**config.mk**
```make
export PLATFORM = sky130hd
export DESIGN_NAME = regfile_dbg_access
export DESIGN_NICKNAME = d
export VERILOG_FILES = /design/src/rtl/regfile_dbg_access.sv
export SDC_FILE = /design/constraint.sdc
export NUM_CORES = 1
export LEC_CHECK = 0
export CORE_MARGIN = 10
export CORE_UTILIZATION = 45
export DETAILED_ROUTE_END_ITERATION = 8
export HOLD_SLACK_MARGIN = 0.15
export PLACE_DENSITY = 0.93
export SLEW_MARGIN = 40
export SYNTH_ARGS = -nofsm -noshare
export SYNTH_HDL_FRONTEND = slang
export SYNTH_SLANG_ARGS = --single-unit
```
**constraint.sdc**
```tcl
create_clock -name i_clk -period 2.7 [get_ports i_clk]
set_clock_uncertainty 0.05 [all_clocks]
set_input_delay 0.81 -clock i_clk [delete_from_list [all_inputs] [get_ports i_clk]]
set_output_delay 0.81 -clock i_clk [all_outputs]
set_load 0.01 [all_outputs]
```
**src/rtl/regfile_dbg_access.sv**
```systemverilog
// -----------------------------------------------------------------------------
// regfile_dbg_access
//
// Debug-side initiator for the register-file port. Takes single-register
// read / write commands and a full-dump command on a valid/ready command
// channel and returns one response per register touched on a valid/ready
// response channel. While o_busy=1 the external mux hands the register-file
// port to this block.
//
// Ports
//   i_clk, i_rst_n          clock, asynchronous active-low reset
//   i_cmd_valid/o_cmd_ready command handshake
//   i_cmd_op                00 read, 01 write, 10 dump, 11 illegal
//   i_cmd_addr, i_cmd_wdata target register, write data
//   o_rsp_valid/i_rsp_ready response handshake
//   o_rsp_data, o_rsp_addr  read value (or write read-back) and its register
//   o_rsp_last, o_rsp_err   final response of a command, illegal opcode
//   o_busy                  block owns the register-file port
//   o_rf_rs1, i_rf_readdata1  register-file read address / combinational data
//   o_rf_rd, o_rf_writedata, o_rf_regwrite  register-file write port
//
// All outputs come straight from flops. The next-state process computes the
// value every output register takes on the following edge.
// -----------------------------------------------------------------------------
module regfile_dbg_access #(
    parameter int NREGS  = 32,
    parameter int ADDR_W = 5,
    parameter int DATA_W = 32
) (
    input  logic              i_clk,
    input  logic              i_rst_n,
    input  logic              i_cmd_valid,
    output logic              o_cmd_ready,
    input  logic [1:0]        i_cmd_op,
    input  logic [ADDR_W-1:0] i_cmd_addr,
    input  logic [DATA_W-1:0] i_cmd_wdata,
    output logic              o_rsp_valid,
    input  logic              i_rsp_ready,
    output logic [DATA_W-1:0] o_rsp_data,
    output logic [ADDR_W-1:0] o_rsp_addr,
    output logic              o_rsp_last,
    output logic              o_rsp_err,
    output logic              o_busy,
    output logic [ADDR_W-1:0] o_rf_rs1,
    output logic [ADDR_W-1:0] o_rf_rd,
    output logic [DATA_W-1:0] o_rf_writedata,
    output logic              o_rf_regwrite,
    input  logic [DATA_W-1:0] i_rf_readdata1
);

    typedef enum logic [2:0] {
        S_IDLE, S_READ, S_WRITE, S_VERIFY, S_DUMP, S_RSP
    } state_t;

    localparam logic [1:0]        OP_READ  = 2'b00;
    localparam logic [1:0]        OP_WRITE = 2'b01;
    localparam logic [1:0]        OP_DUMP  = 2'b10;
    localparam logic [ADDR_W-1:0] LAST_IDX = ADDR_W'(NREGS - 1);

    state_t              r_state,    w_state_nxt;
    logic [1:0]          r_op,       w_op_nxt;
    logic [ADDR_W-1:0]   r_addr,     w_addr_nxt;
    logic [DATA_W-1:0]   r_wdata,    w_wdata_nxt;
    logic [ADDR_W-1:0]   r_idx,      w_idx_nxt;
    logic                r_cmd_ready, w_cmd_ready_nxt;
    logic                r_busy,     w_busy_nxt;
    logic                r_rsp_valid, w_rsp_valid_nxt;
    logic [DATA_W-1:0]   r_rsp_data, w_rsp_data_nxt;
    logic [ADDR_W-1:0]   r_rsp_addr, w_rsp_addr_nxt;
    logic                r_rsp_last, w_rsp_last_nxt;
    logic                r_rsp_err,  w_rsp_err_nxt;
    logic [ADDR_W-1:0]   r_rf_rs1,   w_rf_rs1_nxt;
    logic [ADDR_W-1:0]   r_rf_rd,    w_rf_rd_nxt;
    logic [DATA_W-1:0]   r_rf_wd,    w_rf_wd_nxt;
    logic                r_rf_we,    w_rf_we_nxt;

    always_ff @(posedge i_clk or negedge i_rst_n) begin
        if (!i_rst_n) begin
            r_state     <= S_IDLE;
            r_op        <= '0;
            r_addr      <= '0;
            r_wdata     <= '0;
            r_idx       <= '0;
            r_cmd_ready <= 1'b1;
            r_busy      <= 1'b0;
            r_rsp_valid <= 1'b0;
            r_rsp_data  <= '0;
            r_rsp_addr  <= '0;
            r_rsp_last  <= 1'b0;
            r_rsp_err   <= 1'b0;
            r_rf_rs1    <= '0;
            r_rf_rd     <= '0;
            r_rf_wd     <= '0;
            r_rf_we     <= 1'b0;
        end else begin
            r_state     <= w_state_nxt;
            r_op        <= w_op_nxt;
            r_addr      <= w_addr_nxt;
            r_wdata     <= w_wdata_nxt;
            r_idx       <= w_idx_nxt;
            r_cmd_ready <= w_cmd_ready_nxt;
            r_busy      <= w_busy_nxt;
            r_rsp_valid <= w_rsp_valid_nxt;
            r_rsp_data  <= w_rsp_data_nxt;
            r_rsp_addr  <= w_rsp_addr_nxt;
            r_rsp_last  <= w_rsp_last_nxt;
            r_rsp_err   <= w_rsp_err_nxt;
            r_rf_rs1    <= w_rf_rs1_nxt;
            r_rf_rd     <= w_rf_rd_nxt;
            r_rf_wd     <= w_rf_wd_nxt;
            r_rf_we     <= w_rf_we_nxt;
        end
    end

    always_comb begin
        w_state_nxt     = r_state;
        w_op_nxt        = r_op;
        w_addr_nxt      = r_addr;
        w_wdata_nxt     = r_wdata;
        w_idx_nxt       = r_idx;
        w_rsp_valid_nxt = r_rsp_valid;
        w_rsp_data_nxt  = r_rsp_data;
        w_rsp_addr_nxt  = r_rsp_addr;
        w_rsp_last_nxt  = r_rsp_last;
        w_rsp_err_nxt   = r_rsp_err;
        // Register-file drives default to idle every cycle; only the state
        // being entered asserts them, so the write enable is a one-cycle pulse.
        w_rf_rs1_nxt    = '0;
        w_rf_rd_nxt     = '0;
        w_rf_wd_nxt     = '0;
        w_rf_we_nxt     = 1'b0;

        unique case (r_state)
            S_IDLE: begin
                if (i_cmd_valid && r_cmd_ready) begin
                    w_op_nxt    = i_cmd_op;
                    w_addr_nxt  = i_cmd_addr;
                    w_wdata_nxt = i_cmd_wdata;
                    unique case (i_cmd_op)
                        OP_READ: begin
                            w_state_nxt  = S_READ;
                            w_rf_rs1_nxt = i_cmd_addr;
                        end
                        OP_WRITE: begin
                            w_state_nxt = S_WRITE;
                            w_rf_rd_nxt = i_cmd_addr;
                            w_rf_wd_nxt = i_cmd_wdata;
                            w_rf_we_nxt = 1'b1;
                        end
                        OP_DUMP: begin
                            w_state_nxt  = S_DUMP;
                            w_idx_nxt    = '0;
                            w_rf_rs1_nxt = '0;
                        end
                        default: begin
                            w_state_nxt     = S_RSP;
                            w_rsp_valid_nxt = 1'b1;
                            w_rsp_data_nxt  = '0;
                            w_rsp_addr_nxt  = i_cmd_addr;
                            w_rsp_last_nxt  = 1'b1;
                            w_rsp_err_nxt   = 1'b1;
                        end
                    endcase
                end
            end
            S_WRITE: begin
                w_state_nxt  = S_VERIFY;
                w_rf_rs1_nxt = r_addr;
            end
            // READ and VERIFY both capture the value addressed by rf_rs1.
            S_READ, S_VERIFY: begin
                w_state_nxt     = S_RSP;
                w_rsp_valid_nxt = 1'b1;
                w_rsp_data_nxt  = i_rf_readdata1;
                w_rsp_addr_nxt  = r_addr;
                w_rsp_last_nxt  = 1'b1;
                w_rsp_err_nxt   = 1'b0;
            end
            S_DUMP: begin
                w_state_nxt     = S_RSP;
                w_rsp_valid_nxt = 1'b1;
                w_rsp_data_nxt  = i_rf_readdata1;
                w_rsp_addr_nxt  = r_idx;
                w_rsp_last_nxt  = (r_idx == LAST_IDX);
                w_rsp_err_nxt   = 1'b0;
            end
            S_RSP: begin
                if (i_rsp_ready) begin
                    w_rsp_valid_nxt = 1'b0;
                    // The last flag of the response just taken decides whether
                    // a dump continues; idx therefore stops at NREGS-1.
                    if (r_op == OP_DUMP && !r_rsp_last) begin
                        w_state_nxt  = S_DUMP;
                        w_idx_nxt    = r_idx + ADDR_W'(1);
                        w_rf_rs1_nxt = r_idx + ADDR_W'(1);
                    end else begin
                        w_state_nxt = S_IDLE;
                    end
                end
            end
            default: w_state_nxt = S_IDLE;
        endcase

        w_cmd_ready_nxt = (w_state_nxt == S_IDLE);
        w_busy_nxt      = (w_state_nxt != S_IDLE);
    end

    assign o_cmd_ready    = r_cmd_ready;
    assign o_busy         = r_busy;
    assign o_rsp_valid    = r_rsp_valid;
    assign o_rsp_data     = r_rsp_data;
    assign o_rsp_addr     = r_rsp_addr;
    assign o_rsp_last     = r_rsp_last;
    assign o_rsp_err      = r_rsp_err;
    assign o_rf_rs1       = r_rf_rs1;
    assign o_rf_rd        = r_rf_rd;
    assign o_rf_writedata = r_rf_wd;
    assign o_rf_regwrite  = r_rf_we;

endmodule

```
# Word-level counts from Yosys, hierarchy flattened
# Index checks and enable logic that the tools add are counted.
[word_totals]
reg_bits = 100
latchBits = 0
ram_bits = 0
romBits = 0
in_bits = 75
out_inout_bits = 85
wordCells = 85
mem_count = 0
[op_classes]
add_sub_neg = 1
multipliers = 0
div = 0
n_lt_le_gt_ge = 0
eq_ne = 14
n_shift = 0
n_mux = 36
n_bitwise = 0
n_reduce_logical = 19
[ops]
columns = ["op", "count"]
rows = [
  ["two-way mux 32 bit", 5],
  ["two-way mux 5 bit", 13],
  ["one-hot mux 32 bit (2 select lines)", 1],
  ["one-hot mux 5 bit (3 select lines)", 2],
  ["one-hot mux 3 bit (4 select lines)", 1],
  ["one-hot mux 5 bit (2 select lines)", 1],
  ["two-way mux 3 bit", 3],
  ["one-hot mux 3 bit (3 select lines)", 1],
  ["nonzero test 3 bit", 3],
  ["!= test 2 bit (second input constant)", 4],
  ["== test 3 x 2 -> 1 bit (second input constant)", 2],
  ["== test 3 bit (second input constant)", 2],
  ["zero test 3 bit", 2],
  ["two-way mux 1 bit", 6],
  ["one-hot mux 1 bit (3 select lines)", 2],
  ["AND reduction 3 bit", 2],
  ["OR reduction 3 bit", 2],
  ["adder 5 x 1 -> 5 bit (second input constant)", 1],
  ["== test 5 bit (second input constant)", 1],
  ["AND reduction 5 bit", 1],
  ["== test 2 bit (second input constant)", 2],
  ["AND reduction 4 bit", 1],
  ["nonzero test 2 bit", 2],
  ["== test 3 x 1 -> 1 bit (second input constant)", 1],
  ["other kinds (8)", 9],
]

# Depth between registers and ports, before layout
# Gate-level depths: netlist of run 1.
[logic_depth]
word_depth = 6
mapped_depth = 6
ltp_nobuf = 5

# Worst setup path before layout of run 1
# No wires, ideal clock.
[synth_path]
path_kind = "input -> register"
startpoint = "input port i_cmd_op[0]"
endpoint = "register r_rsp_data[0], in the netlist o_rsp_data[0]"
setup_ps = 121
arrival_ps = 1780
path_slack_ps = 749
stages = 6
cell_sequence = "ha_1 a31oi_1 o21bai_2 nand2_1 buf_2 a22o_1"
[synth_between]
elab_chain_cells = 4
elab_cells_between_ends = 6
classes_between = "3 x eq/ne; 3 x reduce/logical"
[synth_rtl]
columns = ["item", "line", "text"]
rows = [
  ["start, declared", "34", "input logic [1:0] i_cmd_op,"],
  ["== test 2 bit, or another cell as far along", "139", "unique case (i_cmd_op)"],
  ["OR reduction 3 bit (no line) (*)", "--", ""],
  ["!= test 2 bit (no line) (*)", "--", ""],
  ["AND reduction 3 bit (no line) (*)", "--", ""],
  ["end signal, assigned", "104", "r_rsp_data <= w_rsp_data_nxt;"],
  ["end, declared", "68", "logic [DATA_W-1:0] r_rsp_data, w_rsp_data_nxt;"],
]
# Mark *: on every way between the ends. The rest lies on a longest branch, timed or not.
# A chain may end at the register's enable or synchronous reset.

# Worst setup path in the final report of run 1
[layout_path]
startpoint = "register r_cmd_ready, in the netlist o_cmd_ready"
endpoint = "output port o_cmd_ready"
[layout_rtl]
columns = ["item", "line", "text"]
rows = [
  ["start, declared", "65", "logic r_cmd_ready, w_cmd_ready_nxt;"],
  ["start signal, assigned", "101", "r_cmd_ready <= w_cmd_ready_nxt;"],
  ["end, declared", "33", "output logic o_cmd_ready,"],
]
# No word-level cell between the ends.

==> metrics.txt, run 1 <==
initial antenna violation count=0; syn_nets=388; global-route wire length before repair=18200 um; Post-Route WL=11500 um; Antenna Diode Count=0; postcts setup bufs=0; FF-to-FF Start=r_state[2]; Initial DRC Count=172; register area share after synthesis=63.8%; f_max=0.428 GHz; post-synth top area share=63.2%; via count=3092; Max Slew Vio Count=0; Util after Layout=69.4%; WP buf/inv=1; TritonRoute pass-1 iters=4; num rows=33; GP Congestion=0.837; remaining routing DRC violations=0; CP max stage delay=0.58 ns; most frequent cells in the layout=clkdlybuf4s50_1, dfrtp_1, and3_1; htree depth=3; GRT Total Usage=17.6%; grt total ovfl=0; TNS Setup=0 ns; Layout area overhead=47.5%; clock period minus worst slack=2.34 ns; ANT nets after route=0; Sink Count=100; CTS tree=yes; clock slew at reported path FFs=0.10 ns; reg2reg end=o_rsp_data[4]; Max-slew headroom=59.2%; Setup Viol. Count Final=0; core area=0.00834 sq mm; share of post-route cells with drive strength above 1=7.87%; R2R cell count=3; crit path kind=reg2out; CP max FO=4; Arr. time, crit path=1.48 ns; layout net count=546; initial core utilization=47.0%; worst vdd ir=0.366 mV; largest net degree at the start of global routing=39; average routed wire per standard cell=20.0 um; Mapped Cells=307; vias in the first global route=3291; Final Cell Area=0.00578 sq mm; R2R Setup Slk=0.71 ns; crit path cell chain=clkdlybuf4s50_1; status=complete, no violations; Die H=113 um; clk_lat worst skew=0.36 ns; Total Die Area=0.0128 sq mm; CTS Hold Bufs=0; PortBufs=159; Yosys top cell by area=dfrtp_1; Critical Path RT=1.84 ns; max cap viols=0; register bit total from synthesis=100; prevailing post-synth register cell=dfrtp_1; clk root buf=clkbuf_8; Synth cell types=44; commonest non-fill, non-tap cell in the layout=clkdlybuf4s50_1; Worst setup EP type=primary output; Num CTS Buffers=9; DP Area=0.00560 sq mm; mapped cell area=0.00392 sq mm; Power Dens Cells=852 mW/mm^2; clk buf depth=2; unrepaired setup endpoints after global routing=no; Tightest Pin Transition=0.612 ns; Ports=160; post_cts resized=0; Vias/cell=5.38; Worst Hold Class=in2async; Ys Warns=0; Post-synth ARST share=100%; HPWL Detailed=8690 um; P_leak=2.75 nW; die width=113 um; syn avg cell area=12.8 sq um; Final Hold Fails=0; Synth area leaders=dfrtp_1, a22o_1, and3_1, nand2_1, ha_1; CP max stage cell=dfstp_2; startpoint class of the critical path=flip-flop; Final period util=86.5%; number of enable flip-flop cells after synthesis=0; CP delay by family, top=flip-flops
-- registers in the layout, indices dropped and copies added (netlist names) --
| register | count |
|---|---|
| r_idx | 5 |
| o_rf_rs1 | 5 |
| o_rf_regwrite | 1 |
| o_rsp_valid | 1 |
| o_rf_writedata | 32 |
| o_rsp_last | 1 |
| o_busy | 1 |
| r_state | 3 |
| o_cmd_ready | 1 |
| r_op | 2 |
| o_rsp_addr | 5 |
| o_rsp_err | 1 |
| r_addr | 5 |
| o_rf_rd | 5 |
| o_rsp_data | 32 |
-- per-layer routing --
| metal | vias up | GRT usage [%] | wire length (um) |
|---|---|---|---|
| met1 | 1525 | 20.0 | 4420 |
| met2 | 124 | 31.0 | 6040 |
| met3 | 18 | 5.02 | 833 |
| met4 | 0 | 5.75 | 199 |
| met5 | - | 0 | 0 |
| li1 | 1425 | - | - |
-- cells in the mapped netlist (all sizes together) (2+ instances only) --
cell type	number
a31oi	2
o22ai	3
ha	6
nor3b	2
a22oi	2
nand3	4
a2bb2oi	7
o211ai	4
a21oi	2
and3	39
and2	3
o21ai	11
a22o	35
nor2	4
nand2b	2
inv	8
dfrtp	99
a32oi	5
a21o	3
buf	13
nor3	3
or2	2
clkbuf	8
nand2	28
-- kinds of logic after synthesis --
family | after synthesis | synth area share [%]
flip-flops | 100 | 63.8
AND/OR/NAND/NOR | 91 | 13.4
AO/OA/AOI/OAI | 77 | 15.6
buffers and inverters | 29 | 4.24
adder cells (fa/ha/maj) | 6 | 1.91
XOR/XNOR | 2 | 0.447
multiplexers | 2 | 0.542
-- per-stage QoR --
| step | std cells | setup slack [ns] | hold slack, ns | total power [mW] |
|---|---|---|---|---|
| 3_3_place_gp | 559 | 0.211 | 0.415 | 3.97 |
| 6_report | 575 | 0.364 | 0.345 | 4.93 |
| 5_1_grt | 575 | 0.323 | 0.354 | 5.21 |
| 3_5_place_dp | 559 | 0.113 | 0.417 | 4.06 |
| 4_1_cts | 575 | 0.352 | 0.354 | 4.98 |
| 2_1_floorplan | 307 | 0.749 | 0.407 | 3.15 |
-- report_power, final --
| group | internal (mW) | switching (mW) | leakage, nW |
|---|---|---|---|
| Combinational | 1.06 | 0.848 | 1.34 |
| Clock | 0.374 | 0.531 | 0.0920 |
| Sequential | 1.85 | 0.260 | 1.32 |
-- area by class of cell --
type | instances | area (sq um)
clock buffer | 11 | 141
clock inverter | 5 | 45.0
fill | 603 | 2560
inverter | 8 | 30.0
multi-input combinational | 178 | 1250
sequential | 100 | 2500
tap | 105 | 131
timing repair buffer | 168 | 1680
-- how the worst max path moves through the flow --
stage | from | end | depth (start not counted)
5_1_grt | o_cmd_ready | o_cmd_ready | 1
3_3_place_gp | i_cmd_op[0] | o_rsp_data[5] | 7
2_1_floorplan | i_cmd_op[0] | o_rsp_data[0] | 6
4_1_cts | o_cmd_ready | o_cmd_ready | 1
3_5_place_dp | i_cmd_op[0] | o_rsp_data[4] | 7
6_report | o_cmd_ready | o_cmd_ready | 1
No activity file was read; power rests on OpenSTA's default activity.
==> inputs of run 2 (changes only) <==
--- a/config.mk
+++ b/config.mk
@@ -10,6 +10,7 @@
 export DETAILED_ROUTE_END_ITERATION = 8
 export HOLD_SLACK_MARGIN = 0.15
 export PLACE_DENSITY = 0.93
+export RECOVER_POWER = 50
 export SLEW_MARGIN = 40
 export SYNTH_ARGS = -nofsm -noshare
 export SYNTH_HDL_FRONTEND = slang
==> run 2 against run 1 <==
Effect of this change: first-iteration DRC count rose by 22%; setup slack got worse by 0.0029 ns; cell area fell by 0.87%; combinational power barely moved; sequential share of layout area rose by 0.38 points; register-to-register slack got worse by 0.07 ns; critical path depth did not move; sequential power barely moved; total power fell by 0.20%; maximum frequency fell by 0.12%.
==> metrics.txt, run 2 (synthesis results as in run 1) <==
crit path cell chain=clkdlybuf4s50_1; clk buf depth=2; layout net count=546; Die H=113 um; HP Start=o_rsp_err; Sink Count=100; Worst setup EP type=primary output; initial core utilization=47.0%; critical path launch point=o_cmd_ready; FF-to-FF Start=r_state[1]; clock period minus worst slack=2.34 ns; Initial DRC Count=210; CP max FO=4; max cap viols=0; post_cts resized=0; Total Die Area=0.0128 sq mm; WP buf/inv=1; share of post-route cells with drive strength above 1=6.81%; status=complete, no violations; vias in the first global route=3291; commonest non-fill, non-tap cell in the layout=clkdlybuf4s50_1; core area=0.00834 sq mm; Arr. time, crit path=1.48 ns; Final period util=86.6%; Tightest Pin Transition=0.912 ns; startpoint class of the critical path=flip-flop; global-route wire length before repair=18200 um; Multi-input gate area=0.00123 sq mm; Num CTS Buffers=9; worst vdd ir=0.372 mV; GP Congestion=0.837; Final Cell Area=0.00573 sq mm; grt total ovfl=0; TritonRoute pass-1 iters=4; Vias/cell=5.33; CP max stage cell=dfstp_2; CTS tree=yes; Final Hold Fails=0; Fillers=614; clock slew at reported path FFs=0.09 ns; HPWL Detailed=8690 um; average routed wire per standard cell=20.0 um; Layout area overhead=46.2%; Power Dens Cells=857 mW/mm^2; PortBufs=159; Reg area=0.00250 sq mm; ANT nets after route=0; unrepaired setup endpoints after global routing=no; largest net degree at the start of global routing=39; CTS Hold Bufs=0; clk_lat worst skew=0.36 ns; GRT Total Usage=17.6%; die width=113 um; most frequent cells in the layout=clkdlybuf4s50_1, dfrtp_1, and3_1; num rows=33; htree depth=3; Post-Route WL=11500 um; DP Area=0.00560 sq mm; Worst Hold Class=reg2reg; Antenna Diode Count=0; CP delay by family, top=flip-flops; Critical Path RT=1.84 ns; P_leak=2.73 nW; f_max=0.427 GHz; TNS Setup=0 ns; postcts setup bufs=0; Ports=160; Max Slew Vio Count=0; Setup Viol. Count Final=0; crit path kind=reg2out; CP max stage delay=0.58 ns; remaining routing DRC violations=0; Max-slew headroom=39.2%; via count=3066; Pwr Total=4.92 mW; initial antenna violation count=0; clk root buf=clkbuf_8
==> run 2: worst reg2reg max path, cell delays in order (launching register included) <==
cell and delay [ns]:
dfrtp_1 0.55, nor3_1 0.37, and3_4 0.45, a21oi_1 0.24, mux2_2 0.31
==> run 2: layout make-up <==
class,instances,area share [%]
multi-input cells,178,21.5
repair buffers,168,28.8
clock buffers,11,2.47
inverters,8,0.524
well taps,105,2.29
flip-flops and latches,100,43.7
clock inverters,5,0.786
==> run 2: where the power goes <==
group	total [mW]	leakage [nW]	switching (mW)	internal, mW
clock network	0.906	0.0920	0.531	0.374
logic	1.90	1.32	0.848	1.05
registers	2.11	1.32	0.258	1.85
==> run 2: final timing paths <==
path / endpoint / slack, ns / depth (start not counted)
max in group asynchronous: o_busy / 0.68 / 2
setup / recovery: o_cmd_ready / 0.36 / 1
setup reg to reg: r_idx[0] / 0.64 / 4
min in group asynchronous: o_rsp_data[2] / 0.50 / 1
hold / removal: o_rsp_err / 0.44 / 1
hold reg to reg: o_rsp_err / 0.44 / 1
==> run 2: per-layer routing <==
layer | share of wire, % | global-route usage [%]
met5 | 0 | 0
met4 | 1.8 | 5.75
met3 | 7.3 | 5.02
met2 | 52 | 31.0
met1 | 39 | 20.0
==> run 2: through the flow <==
stage | setup slack [ns] | util [%] | hold slack (ns) | instances
3_5_place_dp | 0.113 | 67.1 | 0.417 | 559
4_1_cts | 0.352 | 69.4 | 0.354 | 575
2_1_floorplan | 0.749 | - | 0.407 | 307
5_1_grt | 0.235 | 68.8 | 0.470 | 575
3_3_place_gp | 0.211 | 67.1 | 0.415 | 559
6_report | 0.361 | 68.8 | 0.443 | 575
==> inputs of run 3 (changes only) <==
--- a/config.mk
+++ b/config.mk
@@ -5,7 +5,7 @@
 export SDC_FILE = /design/constraint.sdc
 export NUM_CORES = 1
 export LEC_CHECK = 0
-export CORE_MARGIN = 10
+export CORE_MARGIN = 2
 export CORE_UTILIZATION = 45
 export DETAILED_ROUTE_END_ITERATION = 8
 export HOLD_SLACK_MARGIN = 0.15
==> run 3 against run 2 <==
Effect of this change: maximum frequency is 2.0% lower; global-route usage is 3.5 points higher; wire length is 15% lower; total power is 0.19% lower; die area is 26% lower; largest cell class unchanged.
==> metrics.txt, run 3 (synthesis results as in run 1) <==
largest net degree at the start of global routing=49; Vias/cell=5.29; Max-slew headroom=21.9%; Power Dens Cells=852 mW/mm^2; clock slew at reported path FFs=0.10 ns; Final Hold Fails=0; worst vdd ir=0.598 mV; max cap viols=0; initial antenna violation count=0; crit path kind=reg2reg; Critical Path RT=2.90 ns; TritonRoute pass-1 iters=4; average routed wire per standard cell=16.9 um; DP Area=0.00561 sq mm; status=complete, no violations; Layout area overhead=46.8%; GP Congestion=0.882; num rows=34; post_cts resized=0; Final Cell Area=0.00576 sq mm; Post-Route WL=9810 um; Arr. time, crit path=2.59 ns; CTS tree=yes; DP Cell Count=565; clk buf depth=2; via count=3074; postcts setup bufs=0; GRT Total Usage=21.1%; f_max=0.419 GHz; P_leak=2.74 nW; Ports=160; HPWL Detailed=7100 um; layout net count=549; vias in the first global route=3115; ANT nets after route=0; CTS Hold Bufs=0; remaining routing DRC violations=0; Setup Viol. Count Final=0; TNS Setup=0 ns; global-route wire length before repair=16000 um; clk_lat worst skew=0.35 ns; Final period util=88.4%; die width=97.4 um; startpoint class of the critical path=flip-flop; Num CTS Buffers=9; Worst Hold Class=reg2reg; initial core utilization=45.6%; Die H=97.4 um; Worst setup EP type=flip-flop; core area=0.00859 sq mm; share of post-route cells with drive strength above 1=7.61%; most frequent cells in the layout=clkdlybuf4s50_1, dfrtp_1, and3_1; commonest non-fill, non-tap cell in the layout=clkdlybuf4s50_1; Total Die Area=0.00948 sq mm; htree depth=3; Tightest Pin Transition=1.17 ns; PortBufs=159; Max Slew Vio Count=0; clock period minus worst slack=2.39 ns; Initial DRC Count=189; clk root buf=clkbuf_8; Pwr Total=4.91 mW; Sink Count=100; Antenna Diode Count=0; unrepaired setup endpoints after global routing=no; Finished Layout Cells=581; CP max FO=36; grt total ovfl=0
run 3: power by group:
| part | internal [mW] | switching [mW] | total, mW | leakage, nW |
|---|---|---|---|---|
| clock | 0.379 | 0.544 | 0.923 | 0.0971 |
| combinational | 1.03 | 0.847 | 1.88 | 1.33 |
| sequential | 1.85 | 0.249 | 2.10 | 1.32 |
| total | 3.27 | 1.64 | 4.91 | 2.74 |
run 3: cell type report:
class                      count  area, sq um
multi-input combinational    178         1240
clock inverter                 6         52.6
timing repair buffer         171         1660
tap                          108          135
fill                         638         2840
sequential                   100         2500
inverter                       8         30.0
clock buffer                  10          138
run 3: final timing paths:
| kind | startpoint | to | slack, ns | cells past startpoint |
|---|---|---|---|---|
| worst max-delay path | r_state[1] | r_idx[0] | 0.31 | 5 |
| worst min-delay path | o_rsp_err | o_rsp_err | 0.44 | 1 |
| worst max register to register | r_state[1] | r_idx[0] | 0.31 | 5 |
| worst min register to register | o_rsp_err | o_rsp_err | 0.44 | 1 |
| max in group asynchronous | i_rst_n | o_rsp_data[14] | 0.61 | 2 |
| min in group asynchronous | i_rst_n | o_rsp_data[0] | 0.63 | 1 |
run 3: worst max-delay path: stages, from the launching register on:
cell,delay [ns]
dfrtp_1,0.47
clkbuf_1,0.25
nor3_1,0.38
and3_2,0.64
a21oi_2,0.20
mux2_2,0.29
run 3: through the flow:
stage / hold WS [ns] / utilization (%) / worst slack [ns]
floorplan: 0.407 / - / 0.749
global placement: 0.418 / 65.3 / 0.163
detailed placement: 0.419 / 65.3 / 0.0933
CTS: 0.429 / 67.5 / 0.370
global route: 0.468 / 67.0 / 0.177
finish: 0.438 / 67.0 / 0.314
run 3: layer usage:
layer	part of all wire, %	GRT usage [%]	vias up
li1	-	-	1434
met1	43	28.5	1518
met2	51	34.9	112
met3	5.2	5.18	10
met4	0.92	4.59	0
met5	0	0	-
